==> config.mk <==
export PLATFORM = sky130hd
export DESIGN_NAME = edu_share_sched
export DESIGN_NICKNAME = d
export VERILOG_FILES = /design/src/rtl/edu_sched_pkg.sv /design/src/rtl/rr_pick.sv /design/src/rtl/edu_share_sched.sv
export SDC_FILE = /design/constraint.sdc
export NUM_CORES = 1
export LEC_CHECK = 0
export BUFFER_PORTS_ARGS = -buffer_cell sky130_fd_sc_hd__clkbuf_2
export CAP_MARGIN = 20
export CORE_MARGIN = 8
export CORE_UTILIZATION = 45
export DETAILED_ROUTE_END_ITERATION = 10
export HOLD_SLACK_MARGIN = 0.02
export PLACE_DENSITY = 0.82
export SLEW_MARGIN = 20
export SYNTH_ARGS = -nofsm -noshare
export SYNTH_HDL_FRONTEND = slang
export SYNTH_HIERARCHICAL = 1
export SYNTH_SLANG_ARGS = --single-unit
==> constraint.sdc <==
create_clock -name CLK -period 6.5 [get_ports CLK]
set_input_delay 1.95 -clock CLK [delete_from_list [all_inputs] [get_ports CLK]]
set_output_delay 1.95 -clock CLK [all_outputs]
set_load 0.02 [all_outputs]
==> src/rtl/edu_sched_pkg.sv <==
// Shared types and constants for the edu datapath sharing scheduler.
package edu_sched_pkg;

  localparam int unsigned TXN_W = 16;

  typedef enum logic [1:0] {
    IDLE,
    ISSUE,
    WAIT,
    RETURN
  } sched_state_t;

endpackage

==> src/rtl/rr_pick.sv <==
// Combinational round-robin picker: first asserted request after index `last`.
module rr_pick #(
  parameter int unsigned N = 4
) (
  input  logic [N-1:0]         req,
  input  logic [$clog2(N)-1:0] last,
  output logic [N-1:0]         gnt_onehot,
  output logic [$clog2(N)-1:0] gnt_idx,
  output logic                 any
);

  localparam int unsigned IW = $clog2(N);

  int unsigned w_idx;

  always_comb begin
    gnt_onehot = '0;
    gnt_idx    = '0;
    any        = 1'b0;
    w_idx      = 0;
    for (int unsigned k = 1; k <= N; k++) begin
      w_idx = (32'(last) + k) % N;
      if (!any && req[w_idx]) begin
        any               = 1'b1;
        gnt_idx           = IW'(w_idx);
        gnt_onehot[w_idx] = 1'b1;
      end
    end
  end

endmodule

==> src/rtl/edu_share_sched.sv <==
// Shares one edu datapath among N valid/ready requesters, one transaction
// in flight at a time, round-robin arbitration between transactions.
module edu_share_sched
  import edu_sched_pkg::*;
#(
  parameter int unsigned N = 4,
  parameter int unsigned W = 7
) (
  input  logic                 CLK,
  input  logic                 _RESET,
  input  logic [N-1:0]         req_valid,
  input  logic [N*W-1:0]       req_data,
  output logic [N-1:0]         req_ready,
  output logic                 dp_in_valid,
  output logic [W-1:0]         dp_in_data,
  input  logic                 dp_in_ready,
  input  logic                 dp_out_valid,
  input  logic [W-1:0]         dp_out_data,
  output logic                 dp_out_ready,
  output logic [N-1:0]         rsp_valid,
  output logic [W-1:0]         rsp_data,
  input  logic [N-1:0]         rsp_ready,
  output logic [$clog2(N)-1:0] grant_id,
  output logic                 busy,
  output logic                 err_spurious,
  output logic [TXN_W-1:0]     txn_count
);

  localparam int unsigned IW = $clog2(N);

  sched_state_t   r_state, w_next;
  logic [W-1:0]   r_op, r_res, w_sel_data;
  logic [IW-1:0]  r_gid, r_last, w_gnt_idx;
  logic [N-1:0]   w_gnt_oh;
  logic           w_any, r_err;
  logic [TXN_W-1:0] r_txn_count;

  rr_pick #(.N(N)) u_pick (
    .req        (req_valid),
    .last       (r_last),
    .gnt_onehot (w_gnt_oh),
    .gnt_idx    (w_gnt_idx),
    .any        (w_any)
  );

  always_comb begin
    w_sel_data = '0;
    for (int unsigned i = 0; i < N; i++) begin
      if (w_gnt_idx == IW'(i)) w_sel_data = req_data[i*W +: W];
    end
  end

  always_comb begin
    w_next       = r_state;
    req_ready    = '0;
    dp_in_valid  = 1'b0;
    dp_out_ready = 1'b0;
    rsp_valid    = '0;
    unique case (r_state)
      IDLE: begin
        // Gated by reset so the accept strobe is low while reset is held.
        if (w_any) begin
          req_ready = w_gnt_oh & {N{_RESET}};
          w_next    = ISSUE;
        end
      end
      ISSUE: begin
        dp_in_valid = 1'b1;
        if (dp_in_ready) w_next = WAIT;
      end
      WAIT: begin
        dp_out_ready = 1'b1;
        if (dp_out_valid) w_next = RETURN;
      end
      RETURN: begin
        rsp_valid[r_gid] = 1'b1;
        if (rsp_ready[r_gid]) w_next = IDLE;
      end
      default: w_next = IDLE;
    endcase
  end

  always_ff @(posedge CLK or negedge _RESET) begin
    if (!_RESET) begin
      r_state     <= IDLE;
      r_op        <= '0;
      r_res       <= '0;
      r_gid       <= '0;
      r_last      <= IW'(N - 1);
      r_err       <= 1'b0;
      r_txn_count <= '0;
    end else begin
      r_state <= w_next;
      if (r_state == IDLE && w_any) begin
        r_op  <= w_sel_data;
        r_gid <= w_gnt_idx;
      end
      if (r_state == WAIT && dp_out_valid) r_res <= dp_out_data;
      if (r_state == RETURN && rsp_ready[r_gid]) begin
        r_last      <= r_gid;
        r_txn_count <= r_txn_count + TXN_W'(1);
      end
      if (dp_out_valid && r_state != WAIT) r_err <= 1'b1;
    end
  end

  assign dp_in_data   = r_op;
  assign rsp_data     = r_res;
  assign grant_id     = r_gid;
  assign busy         = (r_state != IDLE);
  assign err_spurious = r_err;
  assign txn_count    = r_txn_count;

endmodule
==> insert_results.sql <==
INSERT INTO impl_metrics (metric_group, metric, value, unit) VALUES
('synthesis', 'yosys_warnings', '6', ''),
('synthesis', 'synth_seq_area_share', '36.2', '%'),
('timing', 'finalCritPeriodShare', '88.3', '%'),
('grt', 'wire_length_of_the_first_global_routing_pass', '10700', 'um'),
('setup_path', 'critical_path.endpoint_type', 'primary output', ''),
('setup_path', 'worst-setup-path-type', 'in2out', ''),
('setup_path', 'cp_slowest_stage_delay', '0.64', 'ns'),
('power_and_ir_drop', 'power_switching', '631', 'uW'),
('die', 'initial_utilization', '46.5', '%'),
('power_and_ir_drop', 'internal-power', '804', 'uW'),
('grt', 'grt.total_usage', '15.2', '%'),
('power_and_ir_drop', 'share_of_total_power_consumed_by_net_switching', '44.0', '%'),
('timing', 'timing.final.ws_setup', '0.763', 'ns'),
('detailed_routing', 'post_route_ant_nets', '0', ''),
('grt', 'grt_pass1_vias', '2332', ''),
('die', 'coreArea', '5510', 'um^2'),
('place', 'post-dp-hpwl', '4940', 'um'),
('cts', 'tritoncts.num_buffers', '5', ''),
('timing', 'skew', '0.00503', 'ns'),
('detailed_routing', 'routed_wirelength', '6230', 'um'),
('power_and_ir_drop', 'combinational_share_of_power', '56.7', '%'),
('timing', 'fin_setup_tns', '0', 'ns'),
('timing', 'finalSetupViolCount', '0', ''),
('power_and_ir_drop', 'power_leakage', '0.00151', 'uW'),
('cts', 'postCtsHoldBufs', '0', ''),
('setup_path', 'start_kind', 'primary input', ''),
('synthesis', 'synth.cell_area', '2560', 'um^2'),
('finish', 'drive_gt1_share', '43.5', '%'),
('cts', 'post_cts_buffers', '0', ''),
('cts', 'insertion_delay', '0.29', 'ns'),
('cts', 'tritoncts_clock_tree', 'done', ''),
('timing', 'max_freq', '174', 'MHz'),
('cts', 'clkSlewWorstSetupHoldPaths', '0.07', 'ns'),
('finish', 'flow.area_growth_from_synthesis', '23.4', '%'),
('place', 'count_of_buffers_inserted_at_the_top_level_ports', '90', ''),
('power_and_ir_drop', 'clock_power_share', '14.3', '%'),
('timing', 'timing.final.hold_violations', '0', ''),
('setup_path', 'path_max_fanout', '16', ''),
('run', 'max_cap_violations', '0', ''),
('setup_path', 'cp_arrival', '3.79', 'ns'),
('detailed_routing', 'drtIter0Drc', '110', ''),
('run_status', 'status', 'complete, no violations', ''),
('cts', 'number_of_buffers_between_clock_root_and_the_deepest_sink', '2', ''),
('cts', 'ctsHtreeMaxLevel', '2', ''),
('synthesis', 'syn_nets', '298', ''),
('detailed_routing', 'wl_per_cell', '15.7', 'um'),
('synthesis', 'netlist-cell-type-count', '45', ''),
('place', 'place_ws', '0.784', 'ns'),
('timing', 'grt_setup_unrepaired', 'false', ''),
('die', 'boundaryPins', '91', ''),
('finish', 'number_of_antenna_cells_inserted', '0', ''),
('setup_path', 'worstPathRequired', '4.55', 'ns'),
('synthesis', 'synth.avg_cell_area', '10.8', 'um^2'),
('setup_path', 'crit_path_top_delay_cell', 'mux4_2', ''),
('die', 'die_w', '91.4', 'um'),
('place', 'gp_congestion', '0.999', ''),
('setup_path', 'path_cells', 'clkbuf_2 -> mux4_2 -> or3_1 -> a21oi_1 -> a2111o_1 -> and3_1 -> clkbuf_2', ''),
('detailed_routing', 'routed-via-count', '2224', ''),
('finish', 'final_nets', '384', ''),
('power_and_ir_drop', 'peak_supply_drop', '0.000314', 'V'),
('timing', 'timing.max_slew.rel_slack', '30.7', '%'),
('cts', 'cts_root_buf', 'clkbuf_8', ''),
('detailed_routing', 'detail_route.drc_violations', '0', ''),
('die', 'rows', '27', ''),
('finish', 'n_fill_cell', '462', ''),
('synthesis', 'synthesis.instances', '237', ''),
('die', 'die_h', '91.4', 'um'),
('setup_path', 'cpMostUsedCell', 'clkbuf_2', ''),
('timing', 'max_slew.worst_pin.slew', '1.04', 'ns'),
('die', 'die_area', '8360', 'um^2'),
('grt', 'maximum_number_of_pins_on_one_net_before_global_route_repair', '38', ''),
('grt', 'grt_remaining_overflow', '0', ''),
('detailed_routing', 'route.detailed.vias_per_inst', '5.62', ''),
('timing', 'timing.final.crit_period', '5.74', 'ns'),
('cts', 'cts_resizes', '0', ''),
('cts', 'clkSinkCount', '37', ''),
('synthesis', 'seq_cells_post_synth', '37', ''),
('power_and_ir_drop', 'power_density', '454', 'nW/um^2'),
('power_and_ir_drop', 'power.sequential.fraction', '29.0', '%'),
('timing', 'final-max-slew-violation-count', '0', ''),
('grt', 'antenna_found_initial', '0', ''),
('detailed_routing', 'drt_pass1_iterations', '4', ''),
('worst_hold_path', 'holdCritPathClass', 'reg2reg', '');
==> kinds of logic after synthesis <==
logic type	share of synthesized area, %
XOR/XNOR	5.13
AO/OA/AOI/OAI	10.3
multiplexers	20.5
adder cells (fa/ha/maj)	6.84
flip-flops	36.2
AND/OR/NAND/NOR	15.3
buffers and inverters	5.67
==> state kept, by name, summed over array words and instances (netlist names) <==
register and cells:
err_spurious 1, rsp_data 7, r_state 2, r_last 2
dp_in_data 7, grant_id 2, txn_count 16
==> layout make-up <==
type / count / area, um^2 / area share (%)
inverters: 15 / 56.3 / 1.78
repair buffers: 93 / 473 / 15.0
multi-input cells: 171 / 1490 / 47.2
well taps: 72 / 90.1 / 2.85
clock buffers: 6 / 82.6 / 2.61
clock inverters: 2 / 37.5 / 1.19
flip-flops and latches: 37 / 928 / 29.4
==> layer usage <==
metal	vias to the layer above	GRT usage, %	share of wire (%)
met3	7	5.10	7.6
met5	-	0	0
met2	84	26.4	51
met4	0	4.23	0.87
li1	1042	-	-
met1	1091	17.2	40
==> synthesized netlist by cell type (all sizes together) <==
library cell / number / area share [%]
and3: 8 / 2.0
o311ai: 1 / 0.34
clkbuf: 5 / 0.73
or3: 4 / 0.98
nor3: 2 / 0.39
o31ai: 4 / 1.2
dfrtp: 35 / 34
mux2: 21 / 9.4
a211oi: 3 / 0.88
nor2b: 2 / 0.49
and2: 1 / 0.29
buf: 9 / 2.7
nor2: 11 / 1.6
xor2: 2 / 0.68
a221oi: 1 / 0.34
a21oi: 4 / 0.78
nand2: 18 / 2.6
o21ai: 4 / 0.93
o211a: 1 / 0.39
ha: 14 / 6.8
o2bb2ai: 1 / 1.1
o21bai: 1 / 0.29
xnor2: 13 / 4.4
or3b: 1 / 0.34
a222oi: 1 / 0.39
inv: 15 / 2.2
o221ai: 1 / 0.34
nand3: 6 / 1.2
a2111o: 4 / 1.8
a311o: 1 / 0.39
nand2b: 2 / 0.49
nor4bb: 1 / 0.39
dfstp: 2 / 2.1
mux2i: 7 / 3.2
a31oi: 5 / 1.2
mux4: 9 / 7.9
nor3b: 2 / 0.78
nand4: 14 / 3.4
nand3b: 1 / 0.29
==> worst max-delay path: cells and delay by family <==
family	cells	cell delay, ns
mux	1	0.64
simple gates	2	0.53
buf+inv	2	0.34
compound gates	2	0.32
==> per-stage QoR <==
stage	power, uW	hold WS [ns]	utilization [%]	instance area, um^2	cells
after global routing	1540	0.484	57.4	3160	396
after CTS	1440	0.477	57.3	3150	395
final	1430	0.470	57.4	3160	396
after global placement	1200	0.461	55.1	3030	387
after floorplan	1020	0.526	-	2560	237
after detailed placement	1230	0.466	55.1	3030	387
==> layout by cell type, fill, tap and decap left out, types with 2 or more instances in the layout <==
| cell type | instances |
|---|---|
| or3_1 | 4 |
| dfstp_2 | 2 |
| clkbuf_8 | 6 |
| xnor2_1 | 13 |
| nand2b_1 | 2 |
| inv_1 | 15 |
| buf_4 | 3 |
| a31oi_1 | 5 |
| mux4_2 | 9 |
| and3_1 | 7 |
| nand2_1 | 18 |
| mux2_2 | 20 |
| clkbuf_2 | 90 |
| nand4_1 | 14 |
| ha_1 | 14 |
| a2111o_1 | 4 |
| dfrtp_1 | 35 |
| xor2_1 | 2 |
| a211oi_1 | 3 |
| mux2i_1 | 6 |
| o21ai_0 | 3 |
| a21oi_1 | 4 |
| nor3_1 | 2 |
| nand3_1 | 6 |
| o31ai_1 | 4 |
| nor2_1 | 11 |
| nor2b_1 | 2 |
==> power groups by stage <==
stage	Clock [uW]	Sequential [uW]	Combinational (uW)
global route	220	432	885
floorplan	0	463	560
detailed placement	0	419	807
CTS	211	416	811
global placement	0	412	786
finish	206	416	814
==> worst paths after layout <==
kind	start	to	slack (ns)	cells after the start
hold / removal	txn_count[15]	txn_count[15]	0.47	1
setup reg to reg	r_last[0]	dp_in_data[6]	2.90	9
min in group asynchronous	_RESET	txn_count[3]	1.80	2
hold reg to reg	txn_count[15]	txn_count[15]	0.47	1
setup / recovery	req_valid[0]	req_ready[1]	0.76	7
max in group asynchronous	_RESET	r_last[0]	4.36	2
Power figures use the tool's default switching activity.
